`src/rtl/instruction_fetch_stage.sv`:
```
// ============================================================================
// Module      : instruction_fetch_stage
// Description : RV32IM fetch stage. Holds the PC, issues instruction-memory
//               reads under a busy-wait handshake and drives the IF/ID
//               register. Optional perf counters: define IF_PERF_COUNT_EN.
// Revision    : 1.0 - initial release
// ============================================================================
`default_nettype none

module instruction_fetch_stage #(
    parameter logic [31:0] RESET_PC = 32'h0000_0000,
    parameter logic [31:0] BUBBLE   = 32'h0000_0000
) (
    input  logic        CLK,
    input  logic        RESET,
    output logic [31:0] IMEM_ADDRESS,
    output logic        IMEM_READ,
    input  logic [31:0] IMEM_READDATA,
    input  logic        IMEM_BUSYWAIT,
    input  logic        STALL,
    input  logic        BRANCH_TAKEN,
    input  logic [31:0] BRANCH_TARGET,
    output logic [31:0] INSTRUCTION,
    output logic [31:0] PC,
    output logic [31:0] PC_PLUS4,
    output logic        VALID
`ifdef IF_PERF_COUNT_EN
    ,
    output logic [31:0] FETCH_COUNT,
    output logic [31:0] BUBBLE_COUNT
`endif
);

    typedef enum logic [1:0] {
        S_FETCH = 2'd0,
        S_HOLD  = 2'd1,
        S_DRAIN = 2'd2
    } state_t;

    localparam logic [31:0] c_WORD_BYTES = 32'd4;

    state_t      state_q,      state_d;
    logic [31:0] pc_reg_q,     pc_reg_d;
    logic [31:0] drain_addr_q, drain_addr_d;
    logic [31:0] skid_instr_q, skid_instr_d;
    logic [31:0] skid_pc_q,    skid_pc_d;
    logic [31:0] instr_q,      instr_d;
    logic [31:0] pc_q,         pc_d;
    logic [31:0] pc_plus4_q,   pc_plus4_d;
    logic        valid_q,      valid_d;

    logic        w_done;
    logic [31:0] w_target;

`ifdef IF_PERF_COUNT_EN
    logic        w_load_valid;
    logic        w_load_bubble;
    logic [31:0] fetch_count_q,  fetch_count_d;
    logic [31:0] bubble_count_q, bubble_count_d;
`endif

    // Memory request is decoded from state only; RESET gates it so the
    // request stays quiet for as long as the memory is held in reset too.
    assign IMEM_READ    = RESET && (state_q != S_HOLD);
    assign IMEM_ADDRESS = !RESET              ? RESET_PC     :
                          (state_q == S_DRAIN) ? drain_addr_q : pc_reg_q;

    assign w_done   = IMEM_READ && !IMEM_BUSYWAIT;
    assign w_target = BRANCH_TARGET & ~32'h0000_0003;

    always_comb begin
        state_d      = state_q;
        pc_reg_d     = pc_reg_q;
        drain_addr_d = drain_addr_q;
        skid_instr_d = skid_instr_q;
        skid_pc_d    = skid_pc_q;
        instr_d      = instr_q;
        pc_d         = pc_q;
        pc_plus4_d   = pc_plus4_q;
        valid_d      = valid_q;
`ifdef IF_PERF_COUNT_EN
        w_load_valid  = 1'b0;
        w_load_bubble = 1'b0;
`endif

        case (state_q)
            S_FETCH: begin
                if (BRANCH_TAKEN) begin
                    instr_d      = BUBBLE;
                    valid_d      = 1'b0;
                    skid_instr_d = 32'h0;
                    skid_pc_d    = 32'h0;
                    pc_reg_d     = w_target;
`ifdef IF_PERF_COUNT_EN
                    w_load_bubble = 1'b1;
`endif
                    // The read in flight cannot be aborted; wait it out.
                    if (!w_done) begin
                        state_d      = S_DRAIN;
                        drain_addr_d = pc_reg_q;
                    end
                end else if (w_done) begin
                    pc_reg_d = pc_reg_q + c_WORD_BYTES;
                    if (!STALL) begin
                        instr_d    = IMEM_READDATA;
                        pc_d       = pc_reg_q;
                        pc_plus4_d = pc_reg_q + c_WORD_BYTES;
                        valid_d    = 1'b1;
`ifdef IF_PERF_COUNT_EN
                        w_load_valid = 1'b1;
`endif
                    end else begin
                        skid_instr_d = IMEM_READDATA;
                        skid_pc_d    = pc_reg_q;
                        state_d      = S_HOLD;
                    end
                end else if (!STALL) begin
                    instr_d = BUBBLE;
                    valid_d = 1'b0;
`ifdef IF_PERF_COUNT_EN
                    w_load_bubble = 1'b1;
`endif
                end
            end

            S_HOLD: begin
                if (BRANCH_TAKEN) begin
                    instr_d      = BUBBLE;
                    valid_d      = 1'b0;
                    skid_instr_d = 32'h0;
                    skid_pc_d    = 32'h0;
                    pc_reg_d     = w_target;
                    state_d      = S_FETCH;
`ifdef IF_PERF_COUNT_EN
                    w_load_bubble = 1'b1;
`endif
                end else if (!STALL) begin
                    instr_d    = skid_instr_q;
                    pc_d       = skid_pc_q;
                    pc_plus4_d = skid_pc_q + c_WORD_BYTES;
                    valid_d    = 1'b1;
                    state_d    = S_FETCH;
`ifdef IF_PERF_COUNT_EN
                    w_load_valid = 1'b1;
`endif
                end
            end

            S_DRAIN: begin
                if (BRANCH_TAKEN) begin
                    pc_reg_d = w_target;
                end else if (w_done) begin
                    state_d = S_FETCH;
                end
            end

            default: begin
                state_d = S_FETCH;
            end
        endcase
    end

`ifdef IF_PERF_COUNT_EN
    always_comb begin
        fetch_count_d  = fetch_count_q  + {31'h0, w_load_valid};
        bubble_count_d = bubble_count_q + {31'h0, w_load_bubble};
    end

    always_ff @(posedge CLK) begin
        if (!RESET) begin
            fetch_count_q  <= 32'h0;
            bubble_count_q <= 32'h0;
        end else begin
            fetch_count_q  <= fetch_count_d;
            bubble_count_q <= bubble_count_d;
        end
    end

    assign FETCH_COUNT  = fetch_count_q;
    assign BUBBLE_COUNT = bubble_count_q;
`endif

    always_ff @(posedge CLK) begin
        if (!RESET) begin
            state_q      <= S_FETCH;
            pc_reg_q     <= RESET_PC;
            drain_addr_q <= 32'h0;
            skid_instr_q <= 32'h0;
            skid_pc_q    <= 32'h0;
            instr_q      <= BUBBLE;
            pc_q         <= 32'h0;
            pc_plus4_q   <= 32'h0;
            valid_q      <= 1'b0;
        end else begin
            state_q      <= state_d;
            pc_reg_q     <= pc_reg_d;
            drain_addr_q <= drain_addr_d;
            skid_instr_q <= skid_instr_d;
            skid_pc_q    <= skid_pc_d;
            instr_q      <= instr_d;
            pc_q         <= pc_d;
            pc_plus4_q   <= pc_plus4_d;
            valid_q      <= valid_d;
        end
    end

    assign INSTRUCTION = instr_q;
    assign PC          = pc_q;
    assign PC_PLUS4    = pc_plus4_q;
    assign VALID       = valid_q;

endmodule

`default_nettype wire

```
`config.mk`:
```
export PLATFORM = sky130hd
export DESIGN_NAME = instruction_fetch_stage
export DESIGN_NICKNAME = d
export VERILOG_FILES = /design/src/rtl/instruction_fetch_stage.sv
export SDC_FILE = /design/constraint.sdc
export NUM_CORES = 1
export LEC_CHECK = 0
export ABC_AREA = 0
export BUFFER_PORTS_ARGS = -buffer_cell sky130_fd_sc_hd__buf_2
export CAP_MARGIN = 0
export CORE_MARGIN = 5
export CORE_UTILIZATION = 40
export CTS_BUF_LIST = sky130_fd_sc_hd__clkbuf_4
export DETAILED_ROUTE_END_ITERATION = 16
export GPL_TIMING_DRIVEN = 0
export PLACE_DENSITY = 0.73
export SETUP_SLACK_MARGIN = 0.5
export SLEW_MARGIN = 15
export SYNTH_ARGS = -nofsm -noshare
export SYNTH_HDL_FRONTEND = slang
export SYNTH_SLANG_ARGS = --single-unit
```
`constraint.sdc`:
```
create_clock -name CLK -period 2.1 [get_ports CLK]
set_input_delay 0.525 -clock CLK [delete_from_list [all_inputs] [get_ports CLK]]
set_output_delay 0.525 -clock CLK [all_outputs]
set_load 0.01 [all_outputs]
```
==> flow_summary.json, run 1 <==
{
  "maxCapViolations": 0,
  "dr.pass1.iters": 6,
  "syn-cell-area_um2": 10600,
  "cts_buffers": 60,
  "fillers": 1911,
  "wl_met3_mm": 4.85,
  "path_cells": "clkbuf_1 -> mux2i_4 -> nor2_4 -> buf_6",
  "failed_checks": "negative setup slack",
  "rows": 59,
  "grt.overflow.total": 0,
  "hold_end": "skid_instr_q[13]",
  "finalPower_mw": 13.0,
  "cts_buffer_depth": 3,
  "rsz0062_at_grt": "true",
  "path_clk_slew_ps": 60,
  "min_path_type": "input pin to flip-flop",
  "post_synth.cell_area_avg_um2": 8.20,
  "port_buffers": 194,
  "async_reset_ff_frac": 0,
  "crit_required_ps": 1570,
  "switching_power_mw": 4.36,
  "grt_pass1_vias": 12300,
  "synth_edf_count": 0,
  "hold_depth": 3,
  "max_freq_ghz": 0.384,
  "regToRegStartpoint": "state_q[0]",
  "netlist_instances": 1296,
  "min_from": "IMEM_READDATA[13]",
  "routabilityCongestion": 0.927,
  "ys.flop_type": "dfxtp_1",
  "grt_pass1_wl_mm": 68.2,
  "synth_cell_types": 56,
  "pwr-share-clk": 0.323,
  "grt_start_max_net_pins": 17,
  "diodes": 0,
  "worstPathArrival_ps": 2080,
  "nNetsFinal": 1746,
  "yosys_warnings": 0,
  "dp_hpwl_mm": 28.3,
  "antenna_found_initial": 2,
  "crit_slowest_cell": "clkbuf_1",
  "pin_count": 199,
  "period_share": 1.24,
  "clk_latency_ps": 740,
  "cts_tree": "built",
  "track_usage": 0.280,
  "synth_seq_cells": 219,
  "slew_viol_final": 0,
  "vias": 12400,
  "initial_core_util": 0.407,
  "route.met2.wl_mm": 21.7,
  "vdd_drop_max_v": 0.000566,
  "h-tree-depth": 2,
  "seq_area_frac_synth": 0.412,
  "comb_power_share": 0.331,
  "relSlewSlack": 0.330,
  "cp-start-kind": "flip-flop",
  "powerDensity_nw_per_um2": 745,
  "clock_sinks": 219,
  "cts-root-buf": "clkbuf_4",
  "drive_gt1_frac": 0.488,
  "reg2reg_slack_ps": -240,
  "wl_per_cell_um": 22.8,
  "dieWidth_um": 173,
  "tightestPinTransition_ps": 1010,
  "seqPwrFrac": 0.346,
  "drt-initial-drc-count": 1409,
  "top_layer": "met5",
  "intPower_mw": 8.64,
  "setup_viol": 209,
  "setup_ws_ps": -504,
  "dieHeight_um": 173,
  "slowest_delay_ps": 600,
  "cp-end-kind": "output pin",
  "power.leakage_nw": 6.66,
  "crit_type": "flip-flop to output pin",
  "status": "finished, violations left",
  "coreArea_um2": 26100,
  "timing.rr.end": "pc_reg_q[17]",
  "cp_max_fo": 10,
  "fin_crit_ps": 2600,
  "cp_num_buf_inv": 2,
  "area_delta_synth_final_pct": 64.1,
  "ant_nets": 0,
  "r2r_cells": 12,
  "wl_met1_mm": 17.5,
  "setup_tns_ps": -24850,
  "die_area_um2": 29900,
  "p_sw_frac": 0.336,
  "fin_skew_ps": 38.8,
  "drc": 0,
  "viasPerCell": 6.03,
  "final_hold_viol_count": 0,
  "critPathTopFamily": "buffers and inverters",
  "wirelength_mm": 46.7
}
## timing repair
item,CTS,global route
pin swaps,118,71
gates resized for setup,411,127
buffers inserted,69,19
hold buffers,0,0
setup endpoints to repair,347,347
gates cloned,28,3
endpoints found under the hold margin,0,0
## power by group through the flow
stage	sequential, mW	clock (mW)	combinational [mW]
final	4.50	4.20	4.31
after detailed placement	4.55	0	2.60
after CTS	4.48	4.18	3.85
after global routing	4.51	4.42	4.47
after floorplan	4.55	0	1.83
after global placement	4.54	0	2.57
## area by class of cell
class | instances | area, um^2 | share of cell area
sequential | 219 | 4430 | 0.254
clock inverter | 17 | 144 | 0.00825
timing repair buffer | 313 | 2620 | 0.150
tap | 335 | 419 | 0.0240
buffer | 141 | 1540 | 0.0885
multi-input combinational | 925 | 7580 | 0.435
clock buffer | 88 | 661 | 0.0379
inverter | 12 | 51.3 | 0.00294
## per-stage QoR
step	cell area (um^2)	hold slack, ps	setup WS (ps)	utilization	instances
floorplan	11700	436	192	-	1297
global placement	13100	441	-613	0.501	1826
detailed placement	13100	446	-651	0.501	1826
CTS	16800	19.9	-540	0.644	2028
global route	17500	48.3	-538	0.668	2050
finish	17500	60.1	-504	0.668	2050
## synthesized netlist by cell type, types with 3 or more instances
library cell | instances | area [um^2]
xnor2_1 | 20 | 175
a22oi_1 | 102 | 766
a221o_1 | 8 | 80.1
dfxtp_1 | 219 | 4380
and3_1 | 7 | 43.8
ha_1 | 5 | 62.6
buf_1 | 11 | 41.3
a31oi_1 | 3 | 18.8
clkbuf_1 | 109 | 409
nand2_1 | 145 | 544
o31ai_1 | 8 | 60.1
buf_2 | 7 | 35.0
o22ai_1 | 10 | 62.6
o31a_1 | 10 | 87.6
a22o_1 | 40 | 350
buf_4 | 12 | 90.1
o211ai_1 | 11 | 82.6
xor2_1 | 23 | 201
mux2i_1 | 66 | 661
nor3_1 | 20 | 100
nand3_1 | 26 | 130
o21a_1 | 8 | 60.1
a21o_1 | 5 | 37.5
a211oi_1 | 30 | 225
a21oi_1 | 67 | 335
or3_1 | 10 | 62.6
inv_1 | 11 | 41.3
o221ai_1 | 5 | 43.8
and2_1 | 3 | 18.8
nor4_1 | 12 | 75.1
and4_1 | 8 | 70.1
or4_1 | 5 | 37.5
nor2_1 | 195 | 732
nand4_1 | 17 | 106
o21ai_0 | 32 | 160
## per-layer routing
layer,GRT usage,vias up
li1,-,5446
met1,0.338,5921
met2,0.461,776
met3,0.0718,214
met4,0.146,2
met5,0,-
## how the worst max path moves through the flow
stage / from / endpoint / slack [ps] / depth (start not counted)
after floorplan: state_q[1] / skid_pc_q[17] / 190 / 10
final: pc_reg_q[17] / IMEM_ADDRESS[17] / -500 / 4
after detailed placement: state_q[1] / PC_PLUS4[26] / -650 / 8
after global placement: state_q[1] / PC_PLUS4[26] / -610 / 8
after global routing: pc_reg_q[17] / IMEM_ADDRESS[17] / -540 / 4
after CTS: state_q[0] / IMEM_ADDRESS[28] / -540 / 7
## worst min-delay path, stage by stage
cell     delay, ps
buf_2          100
a22oi_2         50
nor2_1          70
## sequential cells by signal, indices dropped and copies added, names as in the netlist
register	flops
PC_PLUS4	30
skid_pc_q	31
skid_instr_q	32
INSTRUCTION	32
VALID	1
drain_addr_q	30
state_q	2
PC	31
pc_reg_q	30
## cell usage in the layout (no fill, tap or decap), types with 29 or more instances in the layout
cell	instances
clkbuf_1	32
buf_6	84
mux2i_4	30
nand2_1	119
clkbuf_16	33
clkbuf_4	93
a22o_1	40
a22oi_2	95
a21oi_1	45
dfxtp_1	203
mux2i_1	35
buf_2	166
nor2_4	40
nor2_1	155
a211oi_2	29
buf_4	62
## cells by family (layout without fill, tap and decap cells)
logic type	after synthesis	in the layout	synth area share
simple gates	461	461	0.193
compound gates	348	348	0.231
flops	219	219	0.412
buf+inv	153	571	0.0599
mux	66	66	0.0621
xor+xnor	43	43	0.0354
fa+ha+maj	5	5	0.00588
other cells	1	2	0.000353
Note: power is estimated with default switching activity, not from simulation.
==> inputs of run 2 (changes only) <==
PLACE_DENSITY = 0.6   (was 0.73)
REMOVE_ABC_BUFFERS = 1   (was unset)
==> run 2 against run 1 <==
  * Global-route usage is 5.0 points lower
  * Critical endpoint is now IMEM_ADDRESS[22]
  * Clock skew is 11 ps higher
  * Clock-buffer cell count stayed put
  * Via count is 10% lower
  * Highest routed layer is now met4
  * The run still ends with negative setup slack left
==> flow_summary.json, run 2 (synthesized netlist as in run 1, its figures left out) <==
{
  "min_path_type": "input pin to flip-flop",
  "dieWidth_um": 173,
  "maxCapViolations": 0,
  "cp-start-kind": "flip-flop",
  "clock_sinks": 219,
  "h-tree-depth": 2,
  "failed_checks": "negative setup slack",
  "dieHeight_um": 173,
  "seqPwrFrac": 0.429,
  "dp_hpwl_mm": 21.5,
  "crit_required_ps": 1570,
  "max_freq_ghz": 0.395,
  "slowest_delay_ps": 360,
  "place_area_um2": 11700,
  "vdd_drop_max_v": 0.000322,
  "grt_start_max_net_pins": 125,
  "final_hold_viol_count": 0,
  "grt.overflow.total": 0,
  "crit_type": "flip-flop to output pin",
  "dr.pass1.iters": 5,
  "drive_gt1_frac": 0.333,
  "antenna_found_initial": 1,
  "cp-end-kind": "output pin",
  "area_delta_synth_final_pct": 33.1,
  "die_area_um2": 29900,
  "ant_nets": 0,
  "final_cell_mix": "buf_2, dfxtp_1, nor2_1",
  "relSlewSlack": 0.435,
  "wl_per_cell_um": 21.4,
  "holdBufCountCts": 0,
  "nNetsFinal": 1584,
  "routabilityCongestion": 0.822,
  "pin_count": 199,
  "drt-initial-drc-count": 1128,
  "initial_core_util": 0.407,
  "fin_skew_ps": 49.6,
  "switching_power_mw": 3.65,
  "worstPathArrival_ps": 2010,
  "drc": 0,
  "path_cells": "inv_4 -> ha_4 -> buf_6 -> clkbuf_16 -> mux2i_2 -> nor2_1 -> buf_2",
  "slew_viol_final": 0,
  "track_usage": 0.229,
  "p_sw_frac": 0.333,
  "viasPerCell": 5.89,
  "setup_ws_ps": -430,
  "comb_power_share": 0.239,
  "wirelength_mm": 40.3,
  "grt_pass1_wl_mm": 56.6,
  "rsz0062_at_grt": "true",
  "coreArea_um2": 26100,
  "cts_buffer_depth": 3,
  "intPower_mw": 7.31,
  "cts_tree": "built",
  "vias": 11100,
  "final_common_cell": "buf_2",
  "powerDensity_nw_per_um2": 775,
  "status": "finished, violations left",
  "tightestPinTransition_ps": 848,
  "fin_crit_ps": 2530,
  "pwr-share-clk": 0.332,
  "crit_slowest_cell": "dfxtp_4",
  "grt_pass1_vias": 10100,
  "cts-root-buf": "clkbuf_4",
  "setup_viol": 205,
  "final_area_um2": 14200,
  "cts_buffers": 60,
  "clk_latency_ps": 710,
  "power.leakage_nw": 5.44,
  "holdWs_ps": 100,
  "rows": 59,
  "port_buffers": 194,
  "period_share": 1.20,
  "path_clk_slew_ps": 70,
  "cp_max_fo": 6
}
-- run 2: timing repair --
item | 4_1_cts | 5_1_grt
gates resized for setup | 75 | 123
setup endpoints to repair | 347 | 347
hold endpoints to repair | 0 | 0
buffers inserted | 17 | 44
cloned | 8 | 19
pin swaps | 11 | 55
-- run 2: path summary, 6_finish.rpt --
check	from	to	slack, ps	cells after the start
setup / recovery	state_q[0]	IMEM_ADDRESS[22]	-430	7
hold / removal	BRANCH_TARGET[19]	pc_reg_q[19]	100	3
setup reg to reg	state_q[1]	PC_PLUS4[26]	-420	7
hold reg to reg	drain_addr_q[28]	drain_addr_q[28]	450	2
-- run 2: area by class of cell --
cell class / count / area (um^2)
well taps: 335 / 419
fillers: 2419 / 12000
inverters: 12 / 60.1
flip-flops and latches: 219 / 4460
clock inverters: 9 / 33.8
clock buffers: 88 / 661
repair buffers: 274 / 2070
multi-input cells: 943 / 6450
diodes: 1 / 2.50
-- run 2: power by group through the flow --
| stage | sequential, mW | clock, mW | combinational, mW |
|---|---|---|---|
| after floorplan | 4.65 | 0 | 1.11 |
| after global routing | 4.72 | 3.97 | 2.78 |
| final | 4.70 | 3.64 | 2.62 |
| after CTS | 4.67 | 3.75 | 2.12 |
| after global placement | 4.73 | 0 | 1.70 |
| after detailed placement | 4.74 | 0 | 1.77 |
-- run 2: routing by layer --
metal,vias up,part of all wire,wire length (um),global-route usage
met5,-,0,0,0
met4,0,0.033,1330,0.0825
met3,93,0.075,3000,0.0421
met2,552,0.46,18500,0.363
met1,5295,0.43,17500,0.315
li1,5134,-,-,-
-- run 2: worst max-delay path: cells and delay by family (launching register included) --
family	cells	cell delay, ps
muxes	1	220
adders and majority gates	1	180
and+or+nand+nor	1	60
buffers and inverters	4	500
DFF	1	360
-- run 2: stage by stage --
step	util	power (mW)	instances	TNS (ps)	setup WS, ps
after floorplan	-	5.75	1156	-650190	-3450
after global placement	0.438	6.43	1685	-1307010	-7210
after detailed placement	0.448	6.51	1695	-192830	-1320
after CTS	0.496	10.5	1817	-44000	-486
after global routing	0.542	11.5	1881	-58060	-514
final	0.542	11.0	1881	-38030	-430
==> inputs of run 3 (changes only) <==
PLACE_DENSITY = 0.58   (was 0.6)
clock period = 3 ns   (was 2.1 ns; I/O delays follow)
==> run 3 against run 2 <==
  * Register-to-register slack improved by 990 ps
  * First-iteration DRC count fell by 16%
  * The flow now finishes without violations
  * Sequential share of layout area rose by 2.1 points
  * Critical endpoint is now IMEM_ADDRESS[16]
  * Combinational power fell by 40%
  * Clock power fell by 27%
  * Critical path depth did not move
  * Via count fell by 5.7%
  * Clock-buffer cell count rose by 6
  * Non-clock buffer count fell by 54
  * Final cell count fell by 3.0%
  * Core utilization fell by 4.0 points
  * Power fell by 31%
==> flow_summary.json, run 3 (synthesized netlist as in run 1, its figures left out) <==
{
  "status": "finished clean",
  "initial_core_util": 0.407,
  "relSlewSlack": 0.483,
  "rows": 59,
  "final_hold_viol_count": 0,
  "seqPwrFrac": 0.436,
  "track_usage": 0.225,
  "setup_tns_ps": 0,
  "dr.pass1.iters": 5,
  "pwr-share-clk": 0.354,
  "port_buffers": 194,
  "power.leakage_nw": 5.02,
  "nNetsFinal": 1519,
  "cp_max_fo": 7,
  "slew_viol_final": 0,
  "hold_depth": 3,
  "ant_nets": 0,
  "drc": 0,
  "cts_buffer_depth": 3,
  "max_freq_ghz": 0.354,
  "cts_tree": "built",
  "grt_pass1_vias": 9751,
  "dp.cells": 1695,
  "hold_end": "skid_instr_q[9]",
  "path_clk_slew_ps": 70,
  "comb_power_share": 0.210,
  "cp-end-kind": "output pin",
  "grt_pass1_wl_mm": 55.8,
  "dieWidth_um": 173,
  "timing.rr.end": "PC_PLUS4[9]",
  "cts-root-buf": "clkbuf_4",
  "final_cell_mix": "dfxtp_1, buf_2, nor2_1",
  "worstPathArrival_ps": 2070,
  "slowest_delay_ps": 350,
  "powerDensity_nw_per_um2": 573,
  "routabilityCongestion": 0.860,
  "vdd_drop_max_v": 0.000215,
  "holdBufCountCts": 0,
  "min_from": "IMEM_READDATA[9]",
  "p_sw_frac": 0.324,
  "tightestPinTransition_ps": 769,
  "maxCapViolations": 0,
  "regToRegStartpoint": "state_q[0]",
  "antenna_found_initial": 1,
  "fin_skew_ps": 32.9,
  "grt_start_max_net_pins": 95,
  "fin_cells": 1825,
  "crit_type": "flip-flop to output pin",
  "cp-start-kind": "flip-flop",
  "path_cells": "inv_4 -> ha_4 -> buf_12 -> buf_12 -> mux2i_4 -> nor2_1 -> buf_2",
  "die_area_um2": 29900,
  "vias": 10400,
  "r2r_cells": 8,
  "dieHeight_um": 173,
  "min_path_type": "input pin to flip-flop",
  "dp_hpwl_mm": 21.7,
  "drive_gt1_frac": 0.264,
  "switching_power_mw": 2.43,
  "period_share": 0.941,
  "area_delta_synth_final_pct": 23.3,
  "final_common_cell": "dfxtp_1",
  "drt-initial-drc-count": 946,
  "path_common_cell": "buf_12",
  "wirelength_mm": 36.4,
  "intPower_mw": 5.08,
  "grt.overflow.total": 0,
  "h-tree-depth": 2,
  "finalPower_mw": 7.52,
  "crit_slowest_cell": "dfxtp_4",
  "cts_buffers": 59,
  "viasPerCell": 5.72,
  "fin_crit_ps": 2820,
  "clk_latency_ps": 700,
  "fillers": 2606,
  "clock_sinks": 219,
  "reg2reg_slack_ps": 570,
  "rsz0062_at_grt": "true",
  "wl_per_cell_um": 20.0,
  "setup_viol": 0,
  "crit_path_start": "state_q[0]",
  "coreArea_um2": 26100,
  "crit_required_ps": 2250,
  "pin_count": 199
}
[run 3: final cells by class]
| type | instances | area [um^2] | area share |
|---|---|---|---|
| clock inverters | 11 | 41.3 | 0.00315 |
| flip-flops and latches | 219 | 4400 | 0.336 |
| inverters | 12 | 60.1 | 0.00458 |
| repair buffers | 220 | 1450 | 0.110 |
| diodes | 1 | 2.50 | 0.000191 |
| well taps | 335 | 419 | 0.0320 |
| multi-input cells | 933 | 6030 | 0.460 |
| clock buffers | 94 | 706 | 0.0538 |
[run 3: timing repair]
| action | 4_1_cts | 5_1_grt |
|---|---|---|
| endpoints found under the setup margin | 249 | 131 |
| setup buffers | 10 | 2 |
| resized for setup | 45 | 36 |
| pin swaps | 10 | 11 |
| gates cloned | 7 | 5 |
[run 3: worst max-delay path, delay by kind of cell, from the launching register on]
kind / cells / cell delay [ps]
and+or+nand+nor: 1 / 70
adders and majority gates: 1 / 200
buffers and inverters: 4 / 510
DFF: 1 / 350
muxes: 1 / 240
[run 3: power by group through the flow]
stage	logic, mW	registers [mW]	clock network, mW
after floorplan	0.775	3.25	0
after global placement	1.19	3.31	0
after detailed placement	1.24	3.31	0
after CTS	1.45	3.26	2.72
after global routing	1.71	3.30	2.90
final	1.58	3.28	2.66
[run 3: worst max path at each step]
stage                  endpoint  slack (ps)
3_3_place_gp       PC_PLUS4[22]       -6420
2_1_floorplan   skid_instr_q[0]       -2550
6_report       IMEM_ADDRESS[16]         180
3_5_place_dp       pc_reg_q[31]        -780
5_1_grt               IMEM_READ          70
4_1_cts        IMEM_ADDRESS[11]         130
[run 3: metal layers]
| metal | routed length, um | vias to the layer above | GRT usage |
|---|---|---|---|
| li1 | - | 5006 | - |
| met1 | 17300 | 5023 | 0.331 |
| met2 | 16400 | 371 | 0.344 |
| met3 | 2310 | 42 | 0.0386 |
| met4 | 508 | 0 | 0.0525 |
| met5 | 0 | - | 0 |
[run 3: metrics by stage]
| stage | hold slack [ps] | util | setup WS (ps) | instance area (um^2) |
|---|---|---|---|---|
| 4_1_cts | 263 | 0.493 | 135 | 12900 |
| 2_1_floorplan | 436 | - | -2550 | 10000 |
| 3_3_place_gp | 434 | 0.438 | -6420 | 11400 |
| 3_5_place_dp | 440 | 0.447 | -781 | 11700 |
| 5_1_grt | 271 | 0.502 | 72.7 | 13100 |
| 6_report | 312 | 0.502 | 176 | 13100 |
